File: src/rtl/ctrl_pkg.sv
// Shared widths, bundle bit positions and NOP constants for the control pipeline.
package ctrl_pkg;
  localparam int CTRL_REG_W = 5;
  localparam int CTRL_WB_W  = 2;
  localparam int CTRL_EX_W  = 4;
  localparam int CTRL_MEM_W = 2;

  localparam int EX_ALUSRC   = 3;
  localparam int EX_ALUOP_HI = 2;
  localparam int EX_ALUOP_LO = 1;
  localparam int EX_REGDST   = 0;
  localparam int MEM_WRITE   = 1;
  localparam int MEM_READ    = 0;
  localparam int WB_REGWRITE = 1;
  localparam int WB_MEMTOREG = 0;

  localparam logic [CTRL_WB_W-1:0]  WB_NOP  = '0;
  localparam logic [CTRL_EX_W-1:0]  EX_NOP  = '0;
  localparam logic [CTRL_MEM_W-1:0] MEM_NOP = '0;
endpackage

File: src/rtl/ctrl_pipe_if.sv
// Decoder-side bundles in, per-stage unpacked control out.
interface ctrl_pipe_if
  import ctrl_pkg::*;
#(
  parameter int REG_W = CTRL_REG_W,
  parameter int WB_W  = CTRL_WB_W,
  parameter int EX_W  = CTRL_EX_W,
  parameter int MEM_W = CTRL_MEM_W
);
  logic             hold_i;
  logic             flush_i;
  logic [WB_W-1:0]  WB_i;
  logic [EX_W-1:0]  EX_i;
  logic [MEM_W-1:0] MEM_i;
  logic [REG_W-1:0] id_rs_i;
  logic [REG_W-1:0] id_rt_i;
  logic [REG_W-1:0] id_rd_i;

  logic             stall_o;
  logic             ex_alusrc_o;
  logic [1:0]       ex_aluop_o;
  logic [REG_W-1:0] ex_rt_o;
  logic             mem_memwrite_o;
  logic             mem_memread_o;
  logic             mem_regwrite_o;
  logic [REG_W-1:0] mem_wr_reg_o;
  logic             wb_regwrite_o;
  logic             wb_memtoreg_o;
  logic [REG_W-1:0] wb_wr_reg_o;

  modport master (
    output hold_i, flush_i, WB_i, EX_i, MEM_i, id_rs_i, id_rt_i, id_rd_i,
    input  stall_o, ex_alusrc_o, ex_aluop_o, ex_rt_o, mem_memwrite_o,
           mem_memread_o, mem_regwrite_o, mem_wr_reg_o, wb_regwrite_o,
           wb_memtoreg_o, wb_wr_reg_o
  );

  modport slave (
    input  hold_i, flush_i, WB_i, EX_i, MEM_i, id_rs_i, id_rt_i, id_rd_i,
    output stall_o, ex_alusrc_o, ex_aluop_o, ex_rt_o, mem_memwrite_o,
           mem_memread_o, mem_regwrite_o, mem_wr_reg_o, wb_regwrite_o,
           wb_memtoreg_o, wb_wr_reg_o
  );
endinterface

File: src/rtl/ctrl_pipe_hazard_detect.sv
// Load-use hazard check between the load in EX and the instruction in ID.
module hazard_detect #(
  parameter int REG_W = 5
) (
  input  logic             ex_memread,
  input  logic [REG_W-1:0] ex_rt,
  input  logic [REG_W-1:0] id_rs,
  input  logic [REG_W-1:0] id_rt,
  input  logic             flush,
  output logic             stall
);
  logic hazard;

  // $0 is never a real dependence
  assign hazard = ex_memread && (ex_rt != '0) && ((ex_rt == id_rs) || (ex_rt == id_rt));
  assign stall  = hazard && !flush;
endmodule

File: src/rtl/ctrl_pipe.sv
// ID/EX, EX/MEM, MEM/WB control registers with destination tracking and load-use stall.
module ctrl_pipe
  import ctrl_pkg::*;
#(
  parameter int REG_W = CTRL_REG_W,
  parameter int WB_W  = CTRL_WB_W,
  parameter int EX_W  = CTRL_EX_W,
  parameter int MEM_W = CTRL_MEM_W
) (
  input logic       clk_i,
  input logic       rst_i,
  ctrl_pipe_if.slave bus
);
  logic [WB_W-1:0]  idex_wb, exmem_wb, memwb_wb;
  logic [MEM_W-1:0] idex_mem, exmem_mem;
  logic [EX_W-1:0]  idex_ex;
  logic [REG_W-1:0] idex_rt, idex_rd, exmem_wr, memwb_wr;
  logic [REG_W-1:0] ex_wr_reg;
  logic             stall, bubble;

  hazard_detect #(.REG_W(REG_W)) u_hazard (
    .ex_memread (idex_mem[MEM_READ]),
    .ex_rt      (idex_rt),
    .id_rs      (bus.id_rs_i),
    .id_rt      (bus.id_rt_i),
    .flush      (bus.flush_i),
    .stall      (stall)
  );

  assign bubble    = bus.flush_i || stall;
  assign ex_wr_reg = idex_ex[EX_REGDST] ? idex_rd : idex_rt;

  always_ff @(posedge clk_i) begin
    if (rst_i) begin
      idex_wb   <= WB_NOP;
      idex_mem  <= MEM_NOP;
      idex_ex   <= EX_NOP;
      idex_rt   <= '0;
      idex_rd   <= '0;
      exmem_wb  <= WB_NOP;
      exmem_mem <= MEM_NOP;
      exmem_wr  <= '0;
      memwb_wb  <= WB_NOP;
      memwb_wr  <= '0;
    end else if (!bus.hold_i) begin
      // A bubble only zeroes ID/EX; older stages keep draining
      if (bubble) begin
        idex_wb  <= WB_NOP;
        idex_mem <= MEM_NOP;
        idex_ex  <= EX_NOP;
        idex_rt  <= '0;
        idex_rd  <= '0;
      end else begin
        idex_wb  <= bus.WB_i;
        idex_mem <= bus.MEM_i;
        idex_ex  <= bus.EX_i;
        idex_rt  <= bus.id_rt_i;
        idex_rd  <= bus.id_rd_i;
      end
      exmem_wb  <= idex_wb;
      exmem_mem <= idex_mem;
      exmem_wr  <= ex_wr_reg;
      memwb_wb  <= exmem_wb;
      memwb_wr  <= exmem_wr;
    end
  end

  assign bus.stall_o        = stall;
  assign bus.ex_alusrc_o    = idex_ex[EX_ALUSRC];
  assign bus.ex_aluop_o     = idex_ex[EX_ALUOP_HI:EX_ALUOP_LO];
  assign bus.ex_rt_o        = idex_rt;
  assign bus.mem_memwrite_o = exmem_mem[MEM_WRITE];
  assign bus.mem_memread_o  = exmem_mem[MEM_READ];
  assign bus.mem_regwrite_o = exmem_wb[WB_REGWRITE];
  assign bus.mem_wr_reg_o   = exmem_wr;
  assign bus.wb_regwrite_o  = memwb_wb[WB_REGWRITE];
  assign bus.wb_memtoreg_o  = memwb_wb[WB_MEMTOREG];
  assign bus.wb_wr_reg_o    = memwb_wr;
endmodule

File: src/flat_wrapper.sv
// flat-port wrapper written by rule: the top's interface ports become plain ports
module ctrl_pipe_flat import ctrl_pkg::*;
#(
  parameter int REG_W = CTRL_REG_W,
  parameter int WB_W  = CTRL_WB_W,
  parameter int EX_W  = CTRL_EX_W,
  parameter int MEM_W = CTRL_MEM_W
)
  (clk_i, rst_i, bus_hold_i, bus_flush_i, bus_WB_i, bus_EX_i, bus_MEM_i, bus_id_rs_i, bus_id_rt_i, bus_id_rd_i, bus_stall_o, bus_ex_alusrc_o, bus_ex_aluop_o, bus_ex_rt_o, bus_mem_memwrite_o, bus_mem_memread_o, bus_mem_regwrite_o, bus_mem_wr_reg_o, bus_wb_regwrite_o, bus_wb_memtoreg_o, bus_wb_wr_reg_o);
  ctrl_pipe_if #(.REG_W(REG_W), .WB_W(WB_W), .EX_W(EX_W), .MEM_W(MEM_W)) bus_i ();
  input logic clk_i;
  input logic rst_i;
  input wire logic [$bits(bus_i.hold_i)-1:0] bus_hold_i;
  input wire logic [$bits(bus_i.flush_i)-1:0] bus_flush_i;
  input wire logic [$bits(bus_i.WB_i)-1:0] bus_WB_i;
  input wire logic [$bits(bus_i.EX_i)-1:0] bus_EX_i;
  input wire logic [$bits(bus_i.MEM_i)-1:0] bus_MEM_i;
  input wire logic [$bits(bus_i.id_rs_i)-1:0] bus_id_rs_i;
  input wire logic [$bits(bus_i.id_rt_i)-1:0] bus_id_rt_i;
  input wire logic [$bits(bus_i.id_rd_i)-1:0] bus_id_rd_i;
  output wire logic [$bits(bus_i.stall_o)-1:0] bus_stall_o;
  output wire logic [$bits(bus_i.ex_alusrc_o)-1:0] bus_ex_alusrc_o;
  output wire logic [$bits(bus_i.ex_aluop_o)-1:0] bus_ex_aluop_o;
  output wire logic [$bits(bus_i.ex_rt_o)-1:0] bus_ex_rt_o;
  output wire logic [$bits(bus_i.mem_memwrite_o)-1:0] bus_mem_memwrite_o;
  output wire logic [$bits(bus_i.mem_memread_o)-1:0] bus_mem_memread_o;
  output wire logic [$bits(bus_i.mem_regwrite_o)-1:0] bus_mem_regwrite_o;
  output wire logic [$bits(bus_i.mem_wr_reg_o)-1:0] bus_mem_wr_reg_o;
  output wire logic [$bits(bus_i.wb_regwrite_o)-1:0] bus_wb_regwrite_o;
  output wire logic [$bits(bus_i.wb_memtoreg_o)-1:0] bus_wb_memtoreg_o;
  output wire logic [$bits(bus_i.wb_wr_reg_o)-1:0] bus_wb_wr_reg_o;
  assign bus_i.hold_i = bus_hold_i;
  assign bus_i.flush_i = bus_flush_i;
  assign bus_i.WB_i = bus_WB_i;
  assign bus_i.EX_i = bus_EX_i;
  assign bus_i.MEM_i = bus_MEM_i;
  assign bus_i.id_rs_i = bus_id_rs_i;
  assign bus_i.id_rt_i = bus_id_rt_i;
  assign bus_i.id_rd_i = bus_id_rd_i;
  assign bus_stall_o = bus_i.stall_o;
  assign bus_ex_alusrc_o = bus_i.ex_alusrc_o;
  assign bus_ex_aluop_o = bus_i.ex_aluop_o;
  assign bus_ex_rt_o = bus_i.ex_rt_o;
  assign bus_mem_memwrite_o = bus_i.mem_memwrite_o;
  assign bus_mem_memread_o = bus_i.mem_memread_o;
  assign bus_mem_regwrite_o = bus_i.mem_regwrite_o;
  assign bus_mem_wr_reg_o = bus_i.mem_wr_reg_o;
  assign bus_wb_regwrite_o = bus_i.wb_regwrite_o;
  assign bus_wb_memtoreg_o = bus_i.wb_memtoreg_o;
  assign bus_wb_wr_reg_o = bus_i.wb_wr_reg_o;
  ctrl_pipe #(.REG_W(REG_W), .WB_W(WB_W), .EX_W(EX_W), .MEM_W(MEM_W)) u_core (.clk_i(clk_i), .rst_i(rst_i), .bus(bus_i));
endmodule
File: config.mk
export PLATFORM = sky130hd
export DESIGN_NAME = ctrl_pipe_flat
export DESIGN_NICKNAME = d
export VERILOG_FILES = /design/src/rtl/ctrl_pkg.sv /design/src/rtl/ctrl_pipe_if.sv /design/src/rtl/ctrl_pipe_hazard_detect.sv /design/src/rtl/ctrl_pipe.sv /design/src/flat_wrapper.sv
export SDC_FILE = /design/constraint.sdc
export NUM_CORES = 1
export LEC_CHECK = 0
export ABC_CLOCK_PERIOD_IN_PS = 2500
export CAP_MARGIN = 20
export CELL_PAD_IN_SITES_DETAIL_PLACEMENT = 1
export CELL_PAD_IN_SITES_GLOBAL_PLACEMENT = 1
export CORE_ASPECT_RATIO = 0.6
export CORE_MARGIN = 1.5
export CORE_UTILIZATION = 36
export CTS_CLUSTER_SIZE = 10
export DETAILED_ROUTE_END_ITERATION = 12
export GPL_ROUTABILITY_DRIVEN = 0
export PLACE_DENSITY = 0.93
export SKIP_LAST_GASP = 1
export SLEW_MARGIN = 20
export SYNTH_ARGS = -nofsm -noshare
export SYNTH_HDL_FRONTEND = slang
export SYNTH_SLANG_ARGS = --single-unit
File: constraint.sdc
create_clock -name clk_i -period 2.5 [get_ports clk_i]
set_clock_uncertainty 0.2 [all_clocks]
set_input_delay 0.25 -clock clk_i [delete_from_list [all_inputs] [get_ports clk_i]]
set_output_delay 0.25 -clock clk_i [all_outputs]
set_load 0.01 [all_outputs]
# Word-level counts from Yosys, hierarchy flattened
# Cells that the tools add are included.
# Widths: inputs -> output; s select.
word_totals:
  register_bits: 34
  input_bits: 27
  out_inout_bits: 24
  elab_cells: 25
op_classes:
  eq_ne: 2
  muxes: 6
  reduce_logical: 7
ops:
  columns: ["operator", "count"]
  rows:
  - ["$mux 5", 3]
  - ["$eq 5x5->1", 2]
  - ["$reduce_bool 5->1", 1]
  - ["$mux 2", 2]
  - ["$mux 4", 1]
  - ["$logic_and 1x1->1", 3]
  - ["$logic_or 1x1->1", 2]
  - ["$logic_not 1->1", 1]

# Logic depth before layout (Yosys ltp)
depth:
  ltp_word: 6
  ltp_mapped: 6
  depth_no_buf: 4

# Cells and area by module
# Synthesis repeated with hierarchy kept, for this count alone.
unflattened:
  hier_cells: 158
  area_unflattened_um2: 1511.4
modules_own_cells:
  columns: ["mod", "instances", "cells_per_inst", "area_each_um2", "seq_area_each_um2"]
  rows:
  - ["ctrl_pipe", 1, 140, 1380.1, 680.7]
  - ["hazard_detect", 1, 18, 131.4, 0.0]

# Worst setup path after synthesis
# No wires, ideal clock.
synth_timing:
  kind: "reg-to-output"
  startpoint: "register u_core.idex_rt[2] (netlist: u_core.bus.ex_rt_o[2])"
  endpoint: "output port bus_stall_o"
  arrival_time_ns: 1.390
  t_required_ns: 2.050
  setup_slack_ns: 0.660
  stages_incl_launch_ff: 5
  path_buffers: 1
  path_cell_list: "dfxtp_1 > or4_4 > o21ai_4 > buf_6 > nor3b_1"
synth_via:
  elab_chain_cells: 4
  word_cells_on_any_way: 7
  classes_between: "2 x eq/ne; 5 x reduce/logical"
synth_rtl:
  columns: ["item", "line", "rtl"]
  rows:
  - ["start, declared", "ctrl_pipe.sv:17", "logic [REG_W-1:0] idex_rt, idex_rd, exmem_wr, memwb_wr;"]
  - ["start signal, assigned", "ctrl_pipe.sv:57", "idex_rt <= bus.id_rt_i;"]
  - ["$eq 5x5->1 / $reduce_bool 5->1 (equally long branches)", "ctrl_pipe_hazard_detect.sv:15", "assign hazard = ex_memread && (ex_rt != '0) && ((ex_rt == id_rs) || (ex_rt == id_rt));"]
  - ["$logic_or 1x1->1 / $logic_and 1x1->1 (equally long branches)", "ctrl_pipe_hazard_detect.sv:15", null]
  - ["$logic_and 1x1->1 (*)", "ctrl_pipe_hazard_detect.sv:15", null]
  - ["$logic_and 1x1->1 (*)", "ctrl_pipe_hazard_detect.sv:16", "assign stall = hazard && !flush;"]
  - ["end, declared", "flat_wrapper.sv:21", "output wire logic [$bits(bus_i.stall_o)-1:0] bus_stall_o;"]
# Every way passes the cells marked *; elsewhere a longest branch is shown, timed or not.

# Worst setup path in the final report
layout_timing:
  startpoint: "input port bus_id_rt_i[4]"
  endpoint: "output port bus_stall_o"
layout_via:
  elab_chain_cells: 4
layout_rtl:
  columns: ["item", "line", "rtl"]
  rows:
  - ["start, declared", "flat_wrapper.sv:19", "input wire logic [$bits(bus_i.id_rt_i)-1:0] bus_id_rt_i;"]
  - ["$eq 5x5->1", "ctrl_pipe_hazard_detect.sv:15", null]
  - ["$logic_or 1x1->1", "ctrl_pipe_hazard_detect.sv:15", null]
  - ["$logic_and 1x1->1", "ctrl_pipe_hazard_detect.sv:15", null]
  - ["$logic_and 1x1->1", "ctrl_pipe_hazard_detect.sv:16", null]
# Every way passes these cells.

==> results.txt <==
clock period minus worst slack: 2.220 ns
Die X: 87.48 µm
final period utilization: 88.80%
antenna violation net count after detailed routing: 0
Via Count: 1392
post-CTS resize count: 3
# Post-CTS Setup Buffers: 0
root buf cell: clkbuf_8
Worst Hold Class: flop to flop
First-pass DRT Iterations: 4
die height: 53.69 µm
Std-Cell Rows: 18
Detail Placement HPWL: 2815 µm
Tightest Pin Transition: 0.7000 ns
status: finished, final reports clean
core footprint: 0.004099 mm²
Final Net Count: 240
routed len/inst: 14.33 µm
#FFs+latches synth: 34
Antenna diodes: 0
DR vias/cell: 5.118
critical path capture point type: primary output
Fin. Hold Viols: 0
Syn Nets: 192
Fmax: 0.4504 GHz
GR Overflow Total: 0
first-pass GRT wire length: 6285 µm
CP Class: input pin to primary output
CP Max Fanout: 3
Sum Neg Setup Slack: 0 ns
Setup-failing EPs final: 0
Max VDD drop: 0.0002973 V
Hold Buf Count CTS: 0
Skew-Pair Late Insertion Delay: 0.28 ns
final wirelength: 3899 µm
CP arrival: 1.77 ns
I/O pin cnt: 51
Max Slew Vio Count: 0
GRT Util Overall: 18.02%
YS warnings: 0
CP required: 2.05 ns
Worst-path clk slew: 0.06 ns
Area Overhead vs Synth: 40.99%
initial antenna violation count: 0
Top delay family on crit path: buffers and inverters
critical-path cell list: clkdlybuf4s50_1 > xnor2_1 > nand3_1 > o22ai_2 > nor3b_1 > dlygate4sd2_1
DIE AREA: 0.004696 mm²
mapped cell area: 0.001541 mm²
Synth Area per Inst: 9.342 µm²
max cap viols: 0
PortBufs: 50
share of layout cells above drive strength 1: 12.74%
power density cells: 562.8 mW/mm²
clock tree buffer depth: 2
register area share after synthesis: 44.16%
pre-CTS WS: 0.006650 ns
initial core utilization: 37.61%
largest cells by area after synthesis: dfxtp_1, mux2i_1, a32oi_1, xnor2_1, nor2_1
Sink Count: 34
Setup WS post-layout: 0.2799 ns
DRT iter0 DRCs: 64
CTS tree: done
Crit-path slowest cell: clkdlybuf4s50_1
number of distinct library cells after synthesis: 21
vias in the first global route: 1296
Num CTS Buffers: 5
H-tree depth: 2
RSZ-0062 raised after global routing: no
Startpoint Class: input pin
dominant cell type by area after synthesis: dfxtp_1
Post-Syn Instances: 165
Static Leak: 0.7739 nW
Slew Limit Headroom: 53.24%
crit path buf inv count: 2
Crit path largest cell delay: 0.52 ns
Yosys top cell area share: 44.16%
post-route DRC violation count: 0
largest net degree at the start of global routing: 37
[path summary, 6_finish.rpt]
kind         slack (ns)  cells after the start                                from                            endpoint
max                0.28                      6                      bus_id_rt_i[4]                         bus_stall_o
min                0.27                      2      u_core.idex_ex[2]$_SDFFE_PP0N_      u_core.idex_ex[2]$_SDFFE_PP0N_
max reg2reg        0.64                      5  u_core.bus.ex_rt_o[3]$_SDFFE_PP0N_  u_core.bus.ex_rt_o[2]$_SDFFE_PP0N_
min reg2reg        0.27                      2      u_core.idex_ex[2]$_SDFFE_PP0N_      u_core.idex_ex[2]$_SDFFE_PP0N_
[where the power goes]
group          total (mW)  switching [mW]  internal (mW)  leakage, nW
combinational       0.225           0.101          0.124        0.452
clock               0.393           0.181          0.212       0.0431
sequential          0.605          0.0313          0.573        0.279
[cells by family after synthesis]
group	Yosys count	share of synthesized area [%]
AND/OR/NAND/NOR	47	12.91
AO/OA/AOI/OAI	43	21.75
flip-flops	34	44.16
multiplexers	16	10.39
buffers and inverters	15	5.113
XOR/XNOR	10	5.682
[sequential cells by signal (all words and copies together) (netlist names)]
register / flops
u_core.idex_ex: 4
u_core.bus.mem_wr_reg_o: 5
u_core.idex_rd: 5
u_core.exmem_mem: 2
u_core.idex_wb: 2
u_core.idex_mem: 2
u_core.bus.wb_wr_reg_o: 5
u_core.memwb_wb: 2
u_core.exmem_wb: 2
u_core.bus.ex_rt_o: 5
[worst min-delay path, cell delays in order (launching register included)]
cell     delay [ns]
dfxtp_1        0.33
a32oi_1        0.07
o21ai_2        0.05
[placed cells by master (no fill, tap or decap)]
cell type	n
nor2_1	21
buf_4	6
dfxtp_1	32
o21ai_1	9
mux2i_1	16
xnor2_1	10
o21ai_2	9
nor2b_1	1
or4_4	1
nand2_1	20
o21ai_4	1
a32oi_1	18
dlygate4sd2_1	1
a21oi_1	5
clkbuf_8	6
nor3b_1	1
nand3_1	2
nor3_4	1
clkdlybuf4s50_1	49
dfxtp_2	2
o22ai_2	1
[stage by stage]
step	total power, mW	cells	utilization (%)	area [µm²]	hold WS (ns)
floorplan	0.7326	165	-	1541	0.1826
CTS	1.234	272	53.02	2173	0.2797
finish	1.223	272	53.02	2173	0.2746
global route	1.289	272	53.02	2173	0.2913
global placement	0.8355	266	50.98	2090	0.2512
detailed placement	0.8419	266	50.98	2090	0.2583
[layout make-up]
cell class / count / area [µm²]
fill: 476 / 1926
timing repair buffer: 56 / 544.3
multi-input combinational: 116 / 788.3
clock buffer: 6 / 82.58
sequential: 34 / 683.2
tap: 60 / 75.07
[cell usage after synthesis (all sizes together)]
cell and count:
dfxtp 34, o22ai 1, a32oi 18, mux2i 16, nand3 2, or4 1, nor2 21, nor3 1
a21oi 5, o21ai 19, nor3b 1, xnor2 10, buf 11, nand2 20, nor2b 1, clkbuf 4
[metal layers]
layer	routed length, µm	track usage (%)
met1	1932	23.16
met2	1747	28.72
met3	193	7.822
met4	26	3.175
met5	0	0
No activity file was read; power rests on OpenSTA's default activity.
